## config.mk

```make
export PLATFORM = sky130hd
export DESIGN_NAME = rom_port_arbiter_flat
export DESIGN_NICKNAME = d
export VERILOG_FILES = /design/src/rtl/rom_port_arbiter_if.sv /design/src/rtl/rom_port_arbiter.sv /design/src/flat_wrapper.sv
export SDC_FILE = /design/constraint.sdc
export NUM_CORES = 1
export LEC_CHECK = 0
export ABC_AREA = 0
export CAP_MARGIN = 10
export CORE_AREA = 8 8 174 176
export CTS_CLUSTER_SIZE = 8
export DETAILED_ROUTE_END_ITERATION = 7
export DIE_AREA = 0 0 182 184
export DONT_BUFFER_PORTS = 1
export PLACE_DENSITY = 0.61
export SETUP_SLACK_MARGIN = 0.02
export SLEW_MARGIN = 20
export SYNTH_ARGS = -nofsm -noshare
export SYNTH_HDL_FRONTEND = slang
export SYNTH_SLANG_ARGS = --single-unit
export TNS_END_PERCENT = 5
```

## constraint.sdc

```tcl
create_clock -name i_clk -period 1.3 [get_ports i_clk]
set_clock_uncertainty 0.15 [all_clocks]
set_input_delay 0.26 -clock i_clk [delete_from_list [all_inputs] [get_ports i_clk]]
set_output_delay 0.26 -clock i_clk [all_outputs]
set_load 0.01 [all_outputs]
```

## src/rtl/rom_port_arbiter_if.sv

```systemverilog
// Bus bundle between the two ROM requesters, the arbiter and the single genrom read port.
interface rom_port_arbiter_if #(
  parameter int unsigned MEM_ADDR  = 6,
  parameter int unsigned MEM_EXTRA = 4
) ();
  localparam int unsigned AW = MEM_ADDR + 1;
  localparam int unsigned DW = (1 << MEM_EXTRA) * 8;

  // Requester 0 (instruction fetch)
  logic                 p0_req;
  logic [AW-1:0]        p0_addr;
  logic [MEM_EXTRA-1:0] p0_extra;
  logic [AW-1:0]        p0_lower_bound;
  logic [AW-1:0]        p0_upper_bound;
  logic                 p0_ack;
  logic [DW-1:0]        p0_data;
  logic                 p0_error;

  // Requester 1 (data / loader reads)
  logic                 p1_req;
  logic [AW-1:0]        p1_addr;
  logic [MEM_EXTRA-1:0] p1_extra;
  logic [AW-1:0]        p1_lower_bound;
  logic [AW-1:0]        p1_upper_bound;
  logic                 p1_ack;
  logic [DW-1:0]        p1_data;
  logic                 p1_error;

  // ROM side
  logic [AW-1:0]        mem_addr;
  logic [MEM_EXTRA-1:0] mem_extra;
  logic [AW-1:0]        mem_lower_bound;
  logic [AW-1:0]        mem_upper_bound;
  logic [DW-1:0]        mem_data;
  logic                 mem_error;

  logic                 busy;

  // Arbiter view
  modport slave (
    input  p0_req, p0_addr, p0_extra, p0_lower_bound, p0_upper_bound,
    output p0_ack, p0_data, p0_error,
    input  p1_req, p1_addr, p1_extra, p1_lower_bound, p1_upper_bound,
    output p1_ack, p1_data, p1_error,
    output mem_addr, mem_extra, mem_lower_bound, mem_upper_bound,
    input  mem_data, mem_error,
    output busy
  );

  // Requester + ROM view
  modport master (
    output p0_req, p0_addr, p0_extra, p0_lower_bound, p0_upper_bound,
    input  p0_ack, p0_data, p0_error,
    output p1_req, p1_addr, p1_extra, p1_lower_bound, p1_upper_bound,
    input  p1_ack, p1_data, p1_error,
    input  mem_addr, mem_extra, mem_lower_bound, mem_upper_bound,
    output mem_data, mem_error,
    input  busy
  );
endinterface

```

## src/rtl/rom_port_arbiter.sv

```systemverilog
// Round-robin arbiter sharing one genrom read port between two requesters.
// One access outstanding at a time; all ROM-side and response outputs are registered.
module rom_port_arbiter #(
  parameter int unsigned MEM_ADDR    = 6,
  parameter int unsigned MEM_EXTRA   = 4,
  parameter int unsigned ROM_LATENCY = 1
) (
  input  logic              i_clk,
  input  logic              i_reset,
  rom_port_arbiter_if.slave io_bus
);
  localparam int unsigned AW = MEM_ADDR + 1;
  localparam int unsigned DW = (1 << MEM_EXTRA) * 8;
  localparam int unsigned CW = $clog2(ROM_LATENCY + 1);

  typedef enum logic [0:0] {StIdle, StWait} state_e;

  state_e               r_state, w_state;
  logic                 r_owner, w_owner;
  logic                 r_last_grant, w_last_grant;
  logic [CW-1:0]        r_cnt, w_cnt;
  logic [AW-1:0]        r_mem_addr, w_mem_addr;
  logic [MEM_EXTRA-1:0] r_mem_extra, w_mem_extra;
  logic [AW-1:0]        r_mem_lb, w_mem_lb;
  logic [AW-1:0]        r_mem_ub, w_mem_ub;
  logic                 r_p0_ack, w_p0_ack;
  logic                 r_p1_ack, w_p1_ack;
  logic [DW-1:0]        r_p0_data, w_p0_data;
  logic [DW-1:0]        r_p1_data, w_p1_data;
  logic                 r_p0_error, w_p0_error;
  logic                 r_p1_error, w_p1_error;
  logic                 w_grant;

  // Next-state: grant in IDLE, count down latency in WAIT and deliver to the owner.
  always_comb begin
    w_state      = r_state;
    w_owner      = r_owner;
    w_last_grant = r_last_grant;
    w_cnt        = r_cnt;
    w_mem_addr   = r_mem_addr;
    w_mem_extra  = r_mem_extra;
    w_mem_lb     = r_mem_lb;
    w_mem_ub     = r_mem_ub;
    w_p0_ack     = 1'b0;
    w_p1_ack     = 1'b0;
    w_p0_data    = r_p0_data;
    w_p1_data    = r_p1_data;
    w_p0_error   = r_p0_error;
    w_p1_error   = r_p1_error;
    w_grant      = 1'b0;
    unique case (r_state)
      StIdle: begin
        if (io_bus.p0_req || io_bus.p1_req) begin
          // On a tie the port that did not win last time gets the ROM.
          w_grant = (io_bus.p0_req && io_bus.p1_req) ? ~r_last_grant : io_bus.p1_req;
          if (w_grant) begin
            w_mem_addr  = io_bus.p1_addr;
            w_mem_extra = io_bus.p1_extra;
            w_mem_lb    = io_bus.p1_lower_bound;
            w_mem_ub    = io_bus.p1_upper_bound;
          end else begin
            w_mem_addr  = io_bus.p0_addr;
            w_mem_extra = io_bus.p0_extra;
            w_mem_lb    = io_bus.p0_lower_bound;
            w_mem_ub    = io_bus.p0_upper_bound;
          end
          w_owner      = w_grant;
          w_last_grant = w_grant;
          w_cnt        = CW'(ROM_LATENCY);
          w_state      = StWait;
        end
      end
      StWait: begin
        w_cnt = r_cnt - CW'(1);
        if (r_cnt == CW'(1)) begin
          if (r_owner) begin
            w_p1_data  = io_bus.mem_data;
            w_p1_error = io_bus.mem_error;
            w_p1_ack   = 1'b1;
          end else begin
            w_p0_data  = io_bus.mem_data;
            w_p0_error = io_bus.mem_error;
            w_p0_ack   = 1'b1;
          end
          w_state = StIdle;
        end
      end
      default: w_state = StIdle;
    endcase
  end

  // State and output registers with synchronous active-low reset.
  always_ff @(posedge i_clk) begin
    if (!i_reset) begin
      r_state      <= StIdle;
      r_owner      <= 1'b0;
      r_last_grant <= 1'b1;
      r_cnt        <= '0;
      r_mem_addr   <= '0;
      r_mem_extra  <= '0;
      r_mem_lb     <= '0;
      r_mem_ub     <= '1;
      r_p0_ack     <= 1'b0;
      r_p1_ack     <= 1'b0;
      r_p0_data    <= '0;
      r_p1_data    <= '0;
      r_p0_error   <= 1'b0;
      r_p1_error   <= 1'b0;
    end else begin
      r_state      <= w_state;
      r_owner      <= w_owner;
      r_last_grant <= w_last_grant;
      r_cnt        <= w_cnt;
      r_mem_addr   <= w_mem_addr;
      r_mem_extra  <= w_mem_extra;
      r_mem_lb     <= w_mem_lb;
      r_mem_ub     <= w_mem_ub;
      r_p0_ack     <= w_p0_ack;
      r_p1_ack     <= w_p1_ack;
      r_p0_data    <= w_p0_data;
      r_p1_data    <= w_p1_data;
      r_p0_error   <= w_p0_error;
      r_p1_error   <= w_p1_error;
    end
  end

  assign io_bus.mem_addr        = r_mem_addr;
  assign io_bus.mem_extra       = r_mem_extra;
  assign io_bus.mem_lower_bound = r_mem_lb;
  assign io_bus.mem_upper_bound = r_mem_ub;
  assign io_bus.p0_ack          = r_p0_ack;
  assign io_bus.p1_ack          = r_p1_ack;
  assign io_bus.p0_data         = r_p0_data;
  assign io_bus.p1_data         = r_p1_data;
  assign io_bus.p0_error        = r_p0_error;
  assign io_bus.p1_error        = r_p1_error;
  assign io_bus.busy            = (r_state == StWait);
endmodule
```

## src/flat_wrapper.sv

```systemverilog
// flat-port wrapper written by rule: the top's interface ports become plain ports
module rom_port_arbiter_flat 
#(
  parameter int unsigned MEM_ADDR    = 6,
  parameter int unsigned MEM_EXTRA   = 4,
  parameter int unsigned ROM_LATENCY = 1
)
  (i_clk, i_reset, io_bus_p0_req, io_bus_p0_addr, io_bus_p0_extra, io_bus_p0_lower_bound, io_bus_p0_upper_bound, io_bus_p0_ack, io_bus_p0_data, io_bus_p0_error, io_bus_p1_req, io_bus_p1_addr, io_bus_p1_extra, io_bus_p1_lower_bound, io_bus_p1_upper_bound, io_bus_p1_ack, io_bus_p1_data, io_bus_p1_error, io_bus_mem_addr, io_bus_mem_extra, io_bus_mem_lower_bound, io_bus_mem_upper_bound, io_bus_mem_data, io_bus_mem_error, io_bus_busy);
  rom_port_arbiter_if #(.MEM_ADDR(MEM_ADDR), .MEM_EXTRA(MEM_EXTRA)) io_bus_i ();
  input  logic i_clk;
  input  logic i_reset;
  input wire logic [$bits(io_bus_i.p0_req)-1:0] io_bus_p0_req;
  input wire logic [$bits(io_bus_i.p0_addr)-1:0] io_bus_p0_addr;
  input wire logic [$bits(io_bus_i.p0_extra)-1:0] io_bus_p0_extra;
  input wire logic [$bits(io_bus_i.p0_lower_bound)-1:0] io_bus_p0_lower_bound;
  input wire logic [$bits(io_bus_i.p0_upper_bound)-1:0] io_bus_p0_upper_bound;
  output wire logic [$bits(io_bus_i.p0_ack)-1:0] io_bus_p0_ack;
  output wire logic [$bits(io_bus_i.p0_data)-1:0] io_bus_p0_data;
  output wire logic [$bits(io_bus_i.p0_error)-1:0] io_bus_p0_error;
  input wire logic [$bits(io_bus_i.p1_req)-1:0] io_bus_p1_req;
  input wire logic [$bits(io_bus_i.p1_addr)-1:0] io_bus_p1_addr;
  input wire logic [$bits(io_bus_i.p1_extra)-1:0] io_bus_p1_extra;
  input wire logic [$bits(io_bus_i.p1_lower_bound)-1:0] io_bus_p1_lower_bound;
  input wire logic [$bits(io_bus_i.p1_upper_bound)-1:0] io_bus_p1_upper_bound;
  output wire logic [$bits(io_bus_i.p1_ack)-1:0] io_bus_p1_ack;
  output wire logic [$bits(io_bus_i.p1_data)-1:0] io_bus_p1_data;
  output wire logic [$bits(io_bus_i.p1_error)-1:0] io_bus_p1_error;
  output wire logic [$bits(io_bus_i.mem_addr)-1:0] io_bus_mem_addr;
  output wire logic [$bits(io_bus_i.mem_extra)-1:0] io_bus_mem_extra;
  output wire logic [$bits(io_bus_i.mem_lower_bound)-1:0] io_bus_mem_lower_bound;
  output wire logic [$bits(io_bus_i.mem_upper_bound)-1:0] io_bus_mem_upper_bound;
  input wire logic [$bits(io_bus_i.mem_data)-1:0] io_bus_mem_data;
  input wire logic [$bits(io_bus_i.mem_error)-1:0] io_bus_mem_error;
  output wire logic [$bits(io_bus_i.busy)-1:0] io_bus_busy;
  assign io_bus_i.p0_req = io_bus_p0_req;
  assign io_bus_i.p0_addr = io_bus_p0_addr;
  assign io_bus_i.p0_extra = io_bus_p0_extra;
  assign io_bus_i.p0_lower_bound = io_bus_p0_lower_bound;
  assign io_bus_i.p0_upper_bound = io_bus_p0_upper_bound;
  assign io_bus_p0_ack = io_bus_i.p0_ack;
  assign io_bus_p0_data = io_bus_i.p0_data;
  assign io_bus_p0_error = io_bus_i.p0_error;
  assign io_bus_i.p1_req = io_bus_p1_req;
  assign io_bus_i.p1_addr = io_bus_p1_addr;
  assign io_bus_i.p1_extra = io_bus_p1_extra;
  assign io_bus_i.p1_lower_bound = io_bus_p1_lower_bound;
  assign io_bus_i.p1_upper_bound = io_bus_p1_upper_bound;
  assign io_bus_p1_ack = io_bus_i.p1_ack;
  assign io_bus_p1_data = io_bus_i.p1_data;
  assign io_bus_p1_error = io_bus_i.p1_error;
  assign io_bus_mem_addr = io_bus_i.mem_addr;
  assign io_bus_mem_extra = io_bus_i.mem_extra;
  assign io_bus_mem_lower_bound = io_bus_i.mem_lower_bound;
  assign io_bus_mem_upper_bound = io_bus_i.mem_upper_bound;
  assign io_bus_i.mem_data = io_bus_mem_data;
  assign io_bus_i.mem_error = io_bus_mem_error;
  assign io_bus_busy = io_bus_i.busy;
  rom_port_arbiter #(.MEM_ADDR(MEM_ADDR), .MEM_EXTRA(MEM_EXTRA), .ROM_LATENCY(ROM_LATENCY)) u_core (.i_clk(i_clk), .i_reset(i_reset), .io_bus(io_bus_i));
endmodule
```

==> flow_metrics.tcl <==
set metrics [dict create \
    hpwlAfterDp_um 25000 \
    synthTopCellsByArea "dfxtp_1 (53%), nand2_1 (20%), a21boi_1 (14%), a21boi_0 (4.1%), buf_2 (1.9%)" \
    yosysTopAreaCell "dfxtp_1" \
    regToRegEndpoint "u_core.io_bus.p1_data[44]" \
    synth_top_family_by_area "compound AO/OA/AOI/OAI gates" \
    core_area_sq_um 27500 \
    ir_drop_v 0.000934 \
    rsz0062_at_grt "true" \
    place.gp.congestion 0.882 \
    worstSetupPathType "flip-flop to flip-flop" \
    drive_gt1_frac 0.299 \
    power_density_nw_per_um2 1320 \
    endpoint "u_core.io_bus.p1_data[44]" \
    synth_edf_count 0 \
    relSlewSlack 0.597 \
    endpoint_kind "flip-flop" \
    arrival_ps 1870 \
    antenna_found_initial 4 \
    ys_types 27 \
    path_depth 7 \
    failed_checks "negative hold slack, negative setup slack" \
    final_nets 1659 \
    finalSetupTns_ps -47940 \
    ios 469 \
    synth.most_common_cell "nand2_1" \
    final_max_slew_viol_count 0 \
    ant_nets 0 \
    yosysWarnings 0 \
    cp_slowest_stage_delay_ps 340 \
    first_global_vias 9507 \
    initial_core_util 0.396 \
    syn_to_final_growth_pct 44.7 \
    reg2regPathDepth 7 \
    grt_pass1_wl_um 56200 \
    synth_mux_area_frac 0 \
    whs_ps -271 \
    ys_seq_area_frac 0.532 \
    startpoint_type "flip-flop" \
    dr.pass1.iters 5 \
    synthTopCellsByCount "nand2_1 (568), dfxtp_1 (289), a21boi_1 (198)" \
    syn-cell-area_sq_um 10900 \
    drc 0 \
    cts_buffers 42 \
    drt_iter0_drc 545 \
    avgRoutedWirePerCell_um 21.8 \
    fmax_mhz 630 \
    hold_class "input port to flip-flop" \
    overflow 0 \
    timing.rr.start "u_core.r_owner" \
    instances_no_fill 1827 \
    yosys.area_share.simple 0.205 \
    clk_pin_slew_ps 50 \
    crit_fanout 7 \
    ys_ff_latch 289 \
    power_mw 20.8 \
    syn_avg_cell_area_sq_um 8.44 \
    cpMostUsedCell "buf_12" \
    post-route-min-period_ps 1590 \
    post-route-cell-area_sq_um 15700 \
    h-tree-depth 2 \
    place_area_sq_um 11400 \
    root_buffer "clkbuf_16" \
    cp_top_family "buffers and inverters" \
    hold_path_depth 2 \
    p_leak_nw 5.63 \
    cts_buffer_depth 3 \
    grt_max_degree 290 \
    synth_compound_area_frac 0.208 \
    synth_xor_area_frac 0 \
    viasPerCell 5.31 \
    die_h_um 184 \
    clock_sinks 289 \
    tightest_slew_ps 605 \
    fp.dieW_um 182 \
    status "finished with violations" \
    final_hold_viol_count 113 \
    setup_viol 292 \
    cp-startpoint "u_core.r_owner" \
    cts_tree "yes" \
    synth_top_area_share 0.532 \
    grt_usage 0.211 \
    synth-adder-area-share 0 \
    clk_latency_ps 520 \
    postSynthCellCount 1288 \
    cp_num_buf_inv 4 \
    synth_fp_nets 1471 \
    die_area_sq_um 33500 \
    async_reset_ff_frac 0 \
    crit_required_ps 1580 \
    fin_util 0.572 \
    rrSetupSlack_ps -290 \
    wl_um 39900 \
    synthFlopType "dfxtp_1" \
    cp_slowest_cell "dfxtp_4" \
    vias 9693 \
    drv_cap 0 \
    path_cells "buf_4 > and3_4 > buf_12 > buf_16 > buf_12 > nand2_1 > a21boi_2" \
    dp.cells 1583 \
    setup_ws_ps -288 \
    io_buffers 0 \
    min_from "io_bus_mem_data[110]" \
    rows 61 \
    fin_crit_sh 1.22 \
]
==> cells by family after synthesis <==
kind of cell / count (synthesis)
AND/OR/NAND/NOR: 586
AO/OA/AOI/OAI: 308
flip-flops: 289
buffers and inverters: 105
==> per-layer routing <==
| layer | wire [um] | GRT usage | vias to the layer above |
|---|---|---|---|
| met5 | 13 | 0 | - |
| met4 | 1640 | 0.111 | 2 |
| met3 | 4390 | 0.0953 | 96 |
| met2 | 19900 | 0.363 | 505 |
| met1 | 14000 | 0.215 | 4554 |
| li1 | - | - | 4536 |
==> cells in the final DEF, fill, tap and decap left out, types with 16 or more instances in the layout <==
cell type	instances
nand2_1	554
a21boi_1	232
dfxtp_4	179
dlygate4sd3_1	166
dfxtp_2	105
clkbuf_16	53
buf_12	25
a31oi_1	18
buf_6	16
buf_4	16
==> registers in the layout, summed over array words and instances (netlist names) <==
| name | flops |
|---|---|
| u_core.io_bus.p0_data | 128 |
| u_core.io_bus.p1_data | 128 |
| u_core.io_bus.mem_addr | 7 |
| u_core.io_bus.mem_lower_bound | 7 |
| u_core.io_bus.mem_upper_bound | 7 |
| u_core.io_bus.mem_extra | 4 |
| u_core.io_bus.busy | 1 |
| u_core.io_bus.p0_ack | 1 |
| u_core.io_bus.p0_error | 1 |
| u_core.io_bus.p1_ack | 1 |
| u_core.io_bus.p1_error | 1 |
| u_core.r_cnt | 1 |
| u_core.r_last_grant | 1 |
| u_core.r_owner | 1 |
==> metrics by stage <==
step                setup slack (ps)  hold WS (ps)
CTS                             -258          -304
floorplan                      -79.3           245
global route                    -334          -270
finish                          -288          -271
global placement                -149           237
detailed placement              -190           248
==> how the worst min path moves through the flow <==
stage / endpoint / slack, ps
detailed placement: u_core.io_bus.mem_upper_bound[6] / 250
global route: u_core.io_bus.p0_data[110] / -270
CTS: u_core.io_bus.mem_upper_bound[6] / -300
finish: u_core.io_bus.p1_data[110] / -270
floorplan: u_core.io_bus.p0_data[100] / 240
global placement: u_core.io_bus.mem_upper_bound[1] / 240
==> final cells by class <==
cell class | instances | area [sq um]
tap | 346 | 433
antenna | 3 | 7.51
timing repair buffer | 245 | 2980
multi-input combinational | 894 | 4600
clock inverter | 2 | 17.5
sequential | 289 | 6590
fill | 2248 | 11800
inverter | 4 | 15.0
clock buffer | 44 | 1080
==> where the power goes <==
group          total, mW  internal [mW]  switching [mW]
Clock               9.41           5.79            3.62
Combinational       1.92           1.07           0.848
Sequential          9.47           9.03           0.445
==> what timing repair did <==
| item | in CTS | in global routing |
|---|---|---|
| pin swaps | 1 | 20 |
| gates cloned | 5 | 11 |
| resized for setup | 396 | 194 |
| setup buffers | 6 | 7 |
| endpoints found under the setup margin | 572 | 572 |
| hold endpoints to repair | 289 | 289 |
| hold buffers | 157 | 9 |
No activity file was read; power rests on OpenSTA's default activity.
